===== src/rtl/sc_seq_pkg.sv =====
// Shared types and constants for the switched-capacitor phase sequencer.
package sc_seq_pkg;

   localparam int DEF_CNT_W = 8;
   localparam int MIN_LEN   = 1;

   typedef enum logic [2:0] {
      IDLE,
      PH1,
      NOV12,
      PH2,
      NOV21
   } state_t;

   // A programmed length of zero still has to dwell one cycle, so the dead
   // time can never collapse and phi1/phi2 can never touch.
   function automatic logic [DEF_CNT_W-1:0] sat_len(input logic [DEF_CNT_W-1:0] len);
      return (len == '0) ? DEF_CNT_W'(MIN_LEN) : len;
   endfunction

endpackage


===== src/rtl/sc_dwell_counter.sv =====
// Loadable dwell down-counter. A load sets the dwell length, with zero
// clamped to one. The counter stops at zero and never wraps. last is high
// on the final cycle of a dwell, and last_nxt is the value last takes after
// the coming edge.
module sc_dwell_counter
   import sc_seq_pkg::*;
#(
   parameter int W = DEF_CNT_W
) (
   input  logic         clk,
   input  logic         rst,
   input  logic         load,
   input  logic [W-1:0] load_val,
   output logic         last,
   output logic         last_nxt
);

   logic [W-1:0] cnt;
   logic [W-1:0] cnt_d;

   // next count: reload on state entry, otherwise count down to zero and stop
   always_comb begin
      cnt_d = cnt;
      if (load) begin
         cnt_d = sat_len(load_val);
      end else if (cnt != '0) begin
         cnt_d = cnt - W'(1);
      end
   end

   assign last_nxt = (cnt_d == W'(MIN_LEN));

   // count register and registered last-cycle flag
   always_ff @(posedge clk or posedge rst) begin
      if (rst) begin
         cnt  <= '0;
         last <= 1'b0;
      end else begin
         cnt  <= cnt_d;
         last <= last_nxt;
      end
   end

endmodule


===== src/rtl/sc_phase_sequencer.sv =====
// Non-overlapping phi1/phi2 sequencer for the SC filter and its SC CMFB.
// Optional macro SC_PHASE_EARLY_EN adds the bottom-plate early phases
// phi1e/phi2e. These rise with their phase and fall one cycle earlier.
//
//   state | meaning
//   IDLE  | both phases low, config accepted, waiting for en
//   PH1   | phi1 high: input switches and CMFB sample
//   NOV12 | dead time between phi1 and phi2
//   PH2   | phi2 high: integration and CMFB refresh
//   NOV21 | dead time after phi2; the last cycle flags period_done
//
// Every output is a flop loaded from the next state, so the switches never
// see a decode glitch.
module sc_phase_sequencer
   import sc_seq_pkg::*;
#(
   parameter int CNT_W       = DEF_CNT_W,
   parameter int RST_PH1_LEN = 4,
   parameter int RST_PH2_LEN = 4,
   parameter int RST_NOV_LEN = 1
) (
   input  logic             clk,
   input  logic             rst,
   input  logic             en,
   input  logic             cfg_valid,
   output logic             cfg_ready,
   input  logic [CNT_W-1:0] cfg_ph1_len,
   input  logic [CNT_W-1:0] cfg_ph2_len,
   input  logic [CNT_W-1:0] cfg_nov_len,
   output logic             phi1,
   output logic             phi2,
   output logic             period_done,
   output logic             busy
`ifdef SC_PHASE_EARLY_EN
   ,
   output logic             phi1e,
   output logic             phi2e
`endif
);

   state_t           state, state_d;
   logic             load;
   logic [CNT_W-1:0] load_val;
   logic             last, last_nxt;
   logic             xfer;
   logic [CNT_W-1:0] ph1_act, ph2_act, nov_act;
   logic [CNT_W-1:0] ph1_src;

   // The config can arrive on the same edge that enters PH1, so that PH1
   // uses the offered length directly. Later phases read the updated active
   // registers.
   assign xfer    = cfg_valid & cfg_ready;
   assign ph1_src = xfer ? cfg_ph1_len : ph1_act;

   sc_dwell_counter #(.W(CNT_W)) u_dwell (
      .clk      (clk),
      .rst      (rst),
      .load     (load),
      .load_val (load_val),
      .last     (last),
      .last_nxt (last_nxt)
   );

   // next state and counter reload on each phase entry
   always_comb begin
      state_d  = state;
      load     = 1'b0;
      load_val = ph1_src;
      unique case (state)
         IDLE: begin
            if (en) begin
               state_d  = PH1;
               load     = 1'b1;
               load_val = ph1_src;
            end
         end
         PH1: begin
            if (last) begin
               state_d  = NOV12;
               load     = 1'b1;
               load_val = nov_act;
            end
         end
         NOV12: begin
            if (last) begin
               state_d  = PH2;
               load     = 1'b1;
               load_val = ph2_act;
            end
         end
         PH2: begin
            if (last) begin
               state_d  = NOV21;
               load     = 1'b1;
               load_val = nov_act;
            end
         end
         NOV21: begin
            if (last) begin
               if (en) begin
                  state_d  = PH1;
                  load     = 1'b1;
                  load_val = ph1_src;
               end else begin
                  state_d  = IDLE;
               end
            end
         end
         default: state_d = IDLE;
      endcase
   end

   // state, registered outputs and active configuration
   always_ff @(posedge clk or posedge rst) begin
      if (rst) begin
         state       <= IDLE;
         phi1        <= 1'b0;
         phi2        <= 1'b0;
         period_done <= 1'b0;
         busy        <= 1'b0;
         cfg_ready   <= 1'b1;
         ph1_act     <= CNT_W'(RST_PH1_LEN);
         ph2_act     <= CNT_W'(RST_PH2_LEN);
         nov_act     <= CNT_W'(RST_NOV_LEN);
      end else begin
         state       <= state_d;
         phi1        <= (state_d == PH1);
         phi2        <= (state_d == PH2);
         period_done <= (state_d == NOV21) && last_nxt;
         busy        <= (state_d != IDLE);
         cfg_ready   <= (state_d == IDLE) || ((state_d == NOV21) && last_nxt);
         if (xfer) begin
            ph1_act <= cfg_ph1_len;
            ph2_act <= cfg_ph2_len;
            nov_act <= cfg_nov_len;
         end
      end
   end

`ifdef SC_PHASE_EARLY_EN
   // Early phases drop on the final dwell cycle. The entry cycle always
   // keeps them high, so a one-cycle phase gives phiNe equal to phiN.
   always_ff @(posedge clk or posedge rst) begin
      if (rst) begin
         phi1e <= 1'b0;
         phi2e <= 1'b0;
      end else begin
         phi1e <= (state_d == PH1) && (!last_nxt || (state != PH1));
         phi2e <= (state_d == PH2) && (!last_nxt || (state != PH2));
      end
   end
`endif

endmodule

===== config.mk =====
export PLATFORM = sky130hd
export DESIGN_NAME = sc_phase_sequencer
export DESIGN_NICKNAME = d
export VERILOG_FILES = /design/src/rtl/sc_seq_pkg.sv /design/src/rtl/sc_dwell_counter.sv /design/src/rtl/sc_phase_sequencer.sv
export SDC_FILE = /design/constraint.sdc
export NUM_CORES = 1
export LEC_CHECK = 0
export CAP_MARGIN = 20
export CORE_MARGIN = 4
export CORE_UTILIZATION = 55
export CTS_CLUSTER_SIZE = 24
export DETAILED_ROUTE_END_ITERATION = 10
export GPL_ROUTABILITY_DRIVEN = 0
export PLACE_DENSITY = 0.8
export SYNTH_ARGS = -nofsm -noshare
export SYNTH_HDL_FRONTEND = slang
export SYNTH_SLANG_ARGS = --single-unit

===== constraint.sdc =====
create_clock -name clk -period 4.2 [get_ports clk]
set_input_delay 0.63 -clock clk [delete_from_list [all_inputs] [get_ports clk]]
set_output_delay 0.63 -clock clk [all_outputs]
set_load 0.02 [all_outputs]

==> flow_summary.ini, run 1 <==
[grt]
via_count_of_the_first_global_routing_pass = 1570
grt_antenna_before_repair = 0
grt_max_degree = 42
grt_pass1_wl_um = 7410
groute.usage.overall_pct = 18.7
gr-total-overflow = 0

[setup_path]
worstPathArrival_ns = 3.06
worst_setup_path_end_kind = flop
worst_ep_required_time_ns = 4.43
worst_path_max_delay_cell = a221o_1
critical-path-max-stage-delay_ns = 0.54
critical_path_buf_inv_count = 1
path_delay_family = compound AO/OA/AOI/OAI gates
timing.setup.critical_path_class = in2reg
cp_cell_sequence = clkdlybuf4s50_1 -> nand2_1 -> a221o_1 -> a221oi_1 -> o211ai_1 -> a21oi_1 -> and3_1
setup.worst_path.start_class = input pin
largest_fanout_on_the_critical_path = 19

[flow_run]
maxCapViolations = 0

[cts]
h-tree-depth = 2
cts_made_buffers = 5
path_clk_slew_ns = 0.07
post_cts_hold_buffer_count = 0
post_cts.repair.setup_buffers = 0
clock_latency_ns = 0.29
number_of_buffers_on_the_longest_clock_path = 2
post_cts_resized = 0
clk_root_buffer_cell = clkbuf_8
cts_num_sinks = 41
tritoncts_clock_tree = done

[floorplan]
std_cell_rows = 22
core_area_sq_mm = 0.00372
chipWidth_um = 70.6
floorplan.die.height_um = 70.6
initial_core_util_pct = 57.9
die_area_sq_mm = 0.00498
num_io_pins = 33

[cells_and_area]
layout.core_utilization_pct = 69.8
final_nets = 267
filler_cell_count = 299
antennaDiodeCount = 0
area.growth.synth_to_final_pct = 20.5
final_layout_size_suffix_gt1_share_pct = 17.2

[synth]
ys.flop_type = dfrtp_1
synth_edf_count = 0
sequential_share_of_the_synthesized_area_pct = 47.9
ys_seq_elements = 41
syn-num-nets = 233
synthDistinctLibCells = 46
synth.yosys.warnings = 0
asyncSetResetFlopFracSynth_pct = 100
syn-mean-instance-area_sq_um = 10.6
syn_area_sq_mm = 0.00215
synthesis.instances = 203

[drt]
number_of_vias_per_cell = 5.69
via_count = 1626
first_pass_iteration_count_of_the_detailed_router = 4
post_detailed_route_drc_marker_count = 0
wl_per_cell_um = 15.1
dr_iter_0_viols = 100
detail-route-antenna-nets = 0
route.final.wire_length_um = 4330

[timing]
maxSlewHeadroom_pct = 48.8
endpoints_failing_hold = 0
final_max_slew_viol_count = 0
final-setup-viol-count = 0
maxClockFrequency_ghz = 0.354
post-route-min-period_ns = 2.82
setup-tns-final_ns = 0
timing.clock.skew_ns = 0.00366
final_min_period_over_clock_period_pct = 67.2
worst_pin_slew_ns = 0.766
rsz_0062_raised_after_global_routing = false

[min_path]
hold_path_class = reg2reg

[pwr]
static-leakage-power_nw = 1.12
vdd.ir_drop.worst_uv = 344
power-per-cell-area_mw_per_mm2 = 705

[placed_design]
buffer_ports.inserted = 32
dp_hpwl_um = 3300

[run_status]
outcome = complete, no violations
area by class of cell:
type / instances / area [sq um] / share of cell area (%)
clock buffer: 8 / 80.1 / 3.09
inverter: 10 / 37.5 / 1.45
multi-input combinational: 145 / 1050 / 40.5
sequential: 41 / 1030 / 39.7
tap: 48 / 60.1 / 2.31
timing repair buffer: 34 / 335 / 12.9
registers in the layout (all words and copies together), names as in the netlist, 3 cells and up:
register     flops
state            3
nov_act          8
u_dwell.cnt      8
ph1_act          8
ph2_act          8
final timing paths:
check | start | endpoint | slack [ns] | cells after the start
worst max-delay path | cfg_valid | u_dwell.last$_DFF_PP0_ | 1.38 | 7
worst min-delay path | ph1_act[6]$_DFF_PP0_ | ph1_act[6]$_DFF_PP0_ | 0.48 | 1
worst max register to register | cfg_ready$_DFF_PP1_ | u_dwell.last$_DFF_PP0_ | 1.64 | 6
worst min register to register | ph1_act[6]$_DFF_PP0_ | ph1_act[6]$_DFF_PP0_ | 0.48 | 1
max in group asynchronous | rst | ph1_act[2]$_DFF_PP1_ | 3.06 | 3
min in group asynchronous | rst | phi2$_DFF_PP0_ | 0.76 | 3
synthesized netlist by cell type (3+ instances only):
| master | count | area, sq um |
|---|---|---|
| nor2_1 | 17 | 63.8 |
| dfstp_2 | 4 | 105 |
| nand3_1 | 3 | 15.0 |
| nand3b_1 | 3 | 22.5 |
| o21ai_0 | 6 | 30.0 |
| nand2b_1 | 4 | 25.0 |
| and3_1 | 4 | 25.0 |
| inv_1 | 10 | 37.5 |
| dfrtp_1 | 37 | 926 |
| nand2_1 | 11 | 41.3 |
| a21o_1 | 3 | 22.5 |
| xnor2_1 | 4 | 35.0 |
| mux2_2 | 22 | 248 |
| clkbuf_1 | 4 | 15.0 |
| mux2i_1 | 6 | 60.1 |
| a31oi_1 | 3 | 18.8 |
| a21oi_1 | 9 | 45.0 |
| nor3_1 | 5 | 25.0 |
| nor2b_1 | 6 | 37.5 |
| o211ai_1 | 3 | 22.5 |
| o22ai_1 | 8 | 50.1 |
power by group:
group	internal (mW)	switching, mW	total [mW]	leakage (nW)
Combinational	0.427	0.414	0.841	0.587
Clock	0.118	0.127	0.245	0.0395
Sequential	0.592	0.151	0.744	0.490
Total	1.14	0.692	1.83	1.12
logic make-up (layout without fill, tap and decap cells):
family	Yosys count	in the layout	synth area share, %
AND/OR/NAND/NOR	64	64	16.5
AO/OA/AOI/OAI	44	44	13.7
flip-flops	41	41	47.9
multiplexers	28	28	14.3
buffers and inverters	17	52	3.31
XOR/XNOR	7	7	3.20
adder cells (fa/ha/maj)	2	2	1.16
placed cells by master (no fill, tap or decap), types with 2 or more instances in the layout:
cell              n
inv_1            10
clkdlybuf4s50_1  32
o21ai_0           6
mux2_2           22
xnor2_1           4
and3_1            4
a21o_1            3
nand2b_1          4
a221o_1           2
buf_4             2
nor2_1           17
o211ai_1          3
nor2b_1           6
xor2_1            2
dfstp_2           4
clkbuf_8          5
mux2i_1           6
a21oi_1           9
nand3_1           3
ha_1              2
nor3_1            5
clkbuf_1          3
dfrtp_1          37
a31oi_1           3
nand2_1          11
nand3b_1          3
nor3b_1           2
o22ai_1           8
a211oi_1          2
routing by layer:
| layer | GRT usage, % | share of wire, % | up-vias |
|---|---|---|---|
| li1 | - | - | 801 |
| met1 | 25.3 | 45 | 779 |
| met2 | 29.9 | 48 | 41 |
| met3 | 4.83 | 5.0 | 5 |
| met4 | 5.64 | 1.3 | 0 |
| met5 | 0 | 0 | - |
per-stage QoR:
| step | setup slack [ns] | total power, mW | instances | instance area (sq um) | hold WS (ns) |
|---|---|---|---|---|---|
| final | 1.38 | 1.83 | 286 | 2590 | 0.484 |
| after floorplan | 1.94 | 1.37 | 203 | 2150 | 0.450 |
| after global routing | 1.24 | 1.97 | 286 | 2590 | 0.519 |
| after global placement | 1.14 | 1.56 | 278 | 2510 | 0.467 |
| after detailed placement | 1.10 | 1.59 | 278 | 2510 | 0.470 |
| after CTS | 1.42 | 1.83 | 286 | 2590 | 0.486 |
worst register-to-register path, stage by stage, from the launching register on:
cell and delay, ns:
dfstp_2 0.56, nand2_1 0.44, a221o_1 0.54, a221oi_1 0.37, o211ai_1 0.18, a21oi_1 0.23
and3_1 0.17
Note: power is estimated with default switching activity, not from simulation.
==> inputs of run 2 (changes only) <==
--- a/config.mk
+++ b/config.mk
@@ -7,11 +7,11 @@
 export LEC_CHECK = 0
 export CAP_MARGIN = 20
 export CORE_MARGIN = 4
-export CORE_UTILIZATION = 55
+export CORE_UTILIZATION = 48
 export CTS_CLUSTER_SIZE = 24
 export DETAILED_ROUTE_END_ITERATION = 10
 export GPL_ROUTABILITY_DRIVEN = 0
-export PLACE_DENSITY = 0.8
+export PLACE_DENSITY = 0.74
 export SYNTH_ARGS = -nofsm -noshare
 export SYNTH_HDL_FRONTEND = slang
 export SYNTH_SLANG_ARGS = --single-unit
==> constraint.sdc (replaced) <==
create_clock -name clk -period 2.5 [get_ports clk]
set_input_delay 0.375 -clock clk [delete_from_list [all_inputs] [get_ports clk]]
set_output_delay 0.375 -clock clk [all_outputs]
set_load 0.02 [all_outputs]
==> run 2 against run 1 <==
Against the previous run: routed wire length increased by 7.3%; first-iteration DRC count increased by 21%; setup slack got worse by 1.2 ns; highest routed layer unchanged; via count increased by 0.74%; critical path depth decreased by 1; clock-buffer cell count decreased by 1; global-route usage decreased by 0.14 points; die area increased by 13%; sequential power increased by 63%; total power increased by 80%; largest cell class unchanged.
==> flow_summary.ini, run 2 (same netlist as run 1, synthesis figures left out) <==
[pwr]
vdd.ir_drop.worst_uv = 560
static-leakage-power_nw = 1.15
power-per-cell-area_mw_per_mm2 = 1230

[setup_path]
timing.setup.critical_path_class = reg2reg
worst_setup_path_end_kind = flop
worst_ep_required_time_ns = 2.74
setup.worst_path.start_class = flop
largest_fanout_on_the_critical_path = 5
worstPathArrival_ns = 2.61

[cts]
path_clk_slew_ns = 0.08
clk_root_buffer_cell = clkbuf_8
h-tree-depth = 2
post_cts_hold_buffer_count = 0
post_cts.repair.setup_buffers = 0
cts_num_sinks = 41
post_cts_resized = 0
cts_made_buffers = 5
clock_latency_ns = 0.30
number_of_buffers_on_the_longest_clock_path = 2
tritoncts_clock_tree = done

[cells_and_area]
final_cells = 294
most-common-layout-cells = dfrtp_1, clkdlybuf4s50_1, mux2_2, nor2_1, nand2_1
final_nets = 271
finish.instance_area_sq_mm = 0.00267
antennaDiodeCount = 0
final_layout_size_suffix_gt1_share_pct = 19.4
area.growth.synth_to_final_pct = 23.8
layout_commonest_cell = dfrtp_1

[timing]
rsz_0062_raised_after_global_routing = false
maxSlewHeadroom_pct = 62.7
worst_pin_slew_ns = 0.554
maxClockFrequency_ghz = 0.422
final_min_period_over_clock_period_pct = 94.7
endpoints_failing_hold = 0
final_max_slew_viol_count = 0
setup-tns-final_ns = 0
timing.clock.skew_ns = 0.0102
final-setup-viol-count = 0
post-route-min-period_ns = 2.37
hold-worst-slack_ns = 0.490

[drt]
wl_met1_um = 2160
detailed_route_wirelength_on_metal3_um = 223
post_detailed_route_drc_marker_count = 0
number_of_vias_per_cell = 5.57
route.final.wire_length_um = 4650
via_count = 1638
dr_iter_0_viols = 121
met2_routed_wirelength_um = 2190
wl_per_cell_um = 15.8
top_metal_used = met4
first_pass_iteration_count_of_the_detailed_router = 4
detail-route-antenna-nets = 0

[floorplan]
die_area_sq_mm = 0.00562
core_area_sq_mm = 0.00435
floorplan.die.height_um = 75.0
std_cell_rows = 24
initial_core_util_pct = 49.5
num_io_pins = 33
chipWidth_um = 75.0

[grt]
gr-total-overflow = 0
grt_pass1_wl_um = 7760
grt_max_degree = 42
grt_antenna_before_repair = 0
via_count_of_the_first_global_routing_pass = 1657
groute.usage.overall_pct = 18.6

[placed_design]
buffer_ports.inserted = 32
placed_cell_area_sq_mm = 0.00255
placed_cells_incl_taps = 286
dp_hpwl_um = 3420

[flow_run]
maxCapViolations = 0

[min_path]
hold_path_class = in2async

[run_status]
outcome = complete, no violations
-- run 2: cell count changes in the layout (fill, tap and decap cells not counted) --
cell,previous run,this run
buf_4,2,6
bufinv_16,0,1
clkbuf_1,3,1
clkbuf_8,5,6
-- run 2: stage by stage --
stage | utilization, % | power [mW] | worst slack [ns]
2_1_floorplan | - | 2.30 | 0.242
3_3_place_gp | 58.6 | 2.69 | 0.127
3_5_place_dp | 58.6 | 2.71 | 0.0837
4_1_cts | 61.2 | 3.28 | 0.148
5_1_grt | 61.2 | 3.52 | 0.0331
6_report | 61.2 | 3.29 | 0.133
-- run 2: routing by layer --
metal | track usage, % | vias up
li1 | - | 803
met4 | 6.72 | 0
met3 | 4.81 | 6
met1 | 24.5 | 794
met2 | 29.7 | 35
met5 | 0 | -
-- run 2: critical path, stage by stage (launching register included) --
cell and delay (ns):
dfrtp_1 0.42, or4_4 0.58, or4b_4 0.60, a211oi_2 0.22, a31oi_1 0.08, nor3b_2 0.24, and3_1 0.18
-- run 2: power by group --
| part | total [mW] | switching, mW | leakage, nW | internal, mW |
|---|---|---|---|---|
| Clock | 0.559 | 0.233 | 0.0585 | 0.326 |
| Sequential | 1.21 | 0.213 | 0.490 | 0.996 |
| Combinational | 1.52 | 0.771 | 0.605 | 0.747 |
| Total | 3.29 | 1.22 | 1.15 | 2.07 |
-- run 2: layout make-up --
| type | instances | area [sq um] |
|---|---|---|
| Fill cell | 353 | 1690 |
| Multi-Input combinational cell | 145 | 1050 |
| Sequential cell | 41 | 1030 |
| Timing Repair Buffer | 38 | 365 |
| Clock buffer | 7 | 86.3 |
| Tap cell | 52 | 65.1 |
| Inverter | 10 | 37.5 |
| Clock inverter | 1 | 30.0 |
-- run 2: final timing paths --
path                                                from                endpoint  slack [ns]  cells past startpoint
worst min register to register      ph1_act[6]$_DFF_PP0_    ph1_act[6]$_DFF_PP0_        0.50                      1
worst max-delay path            u_dwell.cnt[2]$_DFF_PP0_  u_dwell.last$_DFF_PP0_        0.13                      6
worst min-delay path                                 rst  nov_act[7]$_DFFE_PP0N_        0.49                      3
worst max register to register  u_dwell.cnt[2]$_DFF_PP0_  u_dwell.last$_DFF_PP0_        0.13                      6
max in group asynchronous                            rst  ph2_act[2]$_DFFE_PP1N_        1.63                      3
min in group clk                    ph1_act[6]$_DFF_PP0_    ph1_act[6]$_DFF_PP0_        0.50                      1
==> inputs of run 3 (changes only) <==
==> constraint.sdc (replaced) <==
create_clock -name clk -period 2.5 [get_ports clk]
set_input_delay 0.375 -clock clk [delete_from_list [all_inputs] [get_ports clk]]
set_output_delay 0.375 -clock clk [all_outputs]
set_load 0.1 [all_outputs]
==> run 3 against run 2 <==
Against the previous run: non-clock buffer count unchanged; largest power group unchanged; routed wire length down 1.1%; hold slack worse by 0.0028 ns; largest cell class unchanged; sequential cell count unchanged.
==> flow_summary.ini, run 3 (same netlist as run 1, synthesis figures left out) <==
[grt]
via_count_of_the_first_global_routing_pass = 1633
grt_pass1_wl_um = 7650
groute.usage.overall_pct = 18.0
grt_max_degree = 42
gr-total-overflow = 0
grt_antenna_before_repair = 0

[min_path]
hold_path_class = reg2reg

[run_status]
outcome = complete, no violations

[floorplan]
initial_core_util_pct = 49.5
die_area_sq_mm = 0.00562
chipWidth_um = 75.0
floorplan.die.height_um = 75.0
core_area_sq_mm = 0.00435
num_io_pins = 33
std_cell_rows = 24

[setup_path]
worst_path_max_delay_cell = or4b_4
setup.worst_path.start_class = flop
timing.setup.critical_path_class = reg2reg
worst_setup_path_end_kind = flop
largest_fanout_on_the_critical_path = 5
critical-path-max-stage-delay_ns = 0.59
worst_ep_required_time_ns = 2.74
worstPathArrival_ns = 2.60
cp_cell_sequence = or4_4 -> or4b_4 -> a211oi_2 -> a31oi_1 -> nor3b_2 -> and3_1

[pwr]
combinationalPowerShare_pct = 48.4
clock_power_share_pct = 16.1
internal_power_mw = 2.06
static-leakage-power_nw = 1.16
sequentialPowerShare_pct = 35.4
switching_share_pct = 39.9
vdd.ir_drop.worst_uv = 535
total_switching_power_mw = 1.37
power-per-cell-area_mw_per_mm2 = 1290

[drt]
top_metal_used = met4
first_pass_iteration_count_of_the_detailed_router = 5
via_count = 1680
post_detailed_route_drc_marker_count = 0
wl_met1_um = 2120
route.final.wire_length_um = 4600
detail-route-antenna-nets = 0
detailed_route_wirelength_on_metal3_um = 263
number_of_vias_per_cell = 5.71
met2_routed_wirelength_um = 2120
dr_iter_0_viols = 127
wl_per_cell_um = 15.6

[placed_design]
dp_hpwl_um = 3460
placed_cell_area_sq_mm = 0.00254
buffer_ports.inserted = 32

[cells_and_area]
finish.instance_area_sq_mm = 0.00265
area.growth.synth_to_final_pct = 23.2
final_layout_size_suffix_gt1_share_pct = 21.5
final_nets = 271
antennaDiodeCount = 0
most-common-layout-cells = dfrtp_1, clkdlybuf4s50_1, mux2_2, nor2_1
filler_cell_count = 370
layout_commonest_cell = dfrtp_1

[cts]
post_cts_resized = 0
post_cts_hold_buffer_count = 0
cts_num_sinks = 41
number_of_buffers_on_the_longest_clock_path = 2
tritoncts_clock_tree = done
clk_root_buffer_cell = clkbuf_8
path_clk_slew_ns = 0.08
post_cts.repair.setup_buffers = 0
cts_made_buffers = 5
clock_latency_ns = 0.30
h-tree-depth = 2

[timing]
final_max_slew_viol_count = 0
post-route-min-period_ns = 2.37
rsz_0062_raised_after_global_routing = false
final-setup-viol-count = 0
setup-tns-final_ns = 0
maxClockFrequency_ghz = 0.423
worst_pin_slew_ns = 0.578
endpoints_failing_hold = 0
final_min_period_over_clock_period_pct = 94.7
timing.clock.skew_ns = 0.0113
maxSlewHeadroom_pct = 61.1

[flow_run]
maxCapViolations = 0
## run 3: critical path: cells and delay by family, from the launching register on
| kind | cells | cell delay, ns |
|---|---|---|
| and+or+nand+nor | 4 | 1.59 |
| DFF | 1 | 0.41 |
| AOI/OAI and AO/OA | 2 | 0.29 |
## run 3: power by group through the flow
stage | Clock (mW) | Combinational (mW) | Sequential [mW]
2_1_floorplan | 0 | 1.11 | 1.35
5_1_grt | 0.593 | 1.81 | 1.26
3_3_place_gp | 0 | 1.63 | 1.22
3_5_place_dp | 0 | 1.64 | 1.23
4_1_cts | 0.565 | 1.65 | 1.21
6_report | 0.553 | 1.66 | 1.21
## run 3: layout make-up
cell class / count / area, sq um / share of cell area [%]
clock buffers: 7 / 86.3 / 3.25
clock inverters: 1 / 30.0 / 1.13
inverters: 10 / 37.5 / 1.41
multi-input cells: 145 / 1050 / 39.6
flip-flops and latches: 41 / 1030 / 38.8
well taps: 52 / 65.1 / 2.45
repair buffers: 38 / 353 / 13.3
## run 3: per-stage QoR
stage	hold slack (ns)	power (mW)	std cells	util [%]	worst slack [ns]
after floorplan	0.450	2.46	203	-	0.0101
after global placement	0.469	2.84	286	58.3	0.128
after detailed placement	0.472	2.87	286	58.3	0.0757
after CTS	0.489	3.43	294	60.9	0.154
after global routing	0.521	3.66	294	60.9	0.0579
final	0.487	3.43	294	60.9	0.133
## run 3: final timing paths
| check | end | slack, ns | cells past startpoint | from |
|---|---|---|---|---|
| max in group asynchronous | ph2_act[2]$_DFFE_PP1N_ | 1.62 | 3 | rst |
| hold reg to reg | ph1_act[6]$_DFF_PP0_ | 0.49 | 1 | ph1_act[6]$_DFF_PP0_ |
| min in group asynchronous | nov_act[7]$_DFFE_PP0N_ | 0.50 | 3 | rst |
| setup / recovery | u_dwell.last$_DFF_PP0_ | 0.13 | 6 | u_dwell.cnt[2]$_DFF_PP0_ |
| hold / removal | ph1_act[6]$_DFF_PP0_ | 0.49 | 1 | ph1_act[6]$_DFF_PP0_ |
| setup reg to reg | u_dwell.last$_DFF_PP0_ | 0.13 | 6 | u_dwell.cnt[2]$_DFF_PP0_ |
## run 3: routing by layer
layer,global-route usage [%],vias to the layer above
met2,28.0,48
met4,6.72,0
li1,-,809
met3,4.14,11
met1,24.5,812
met5,0,-
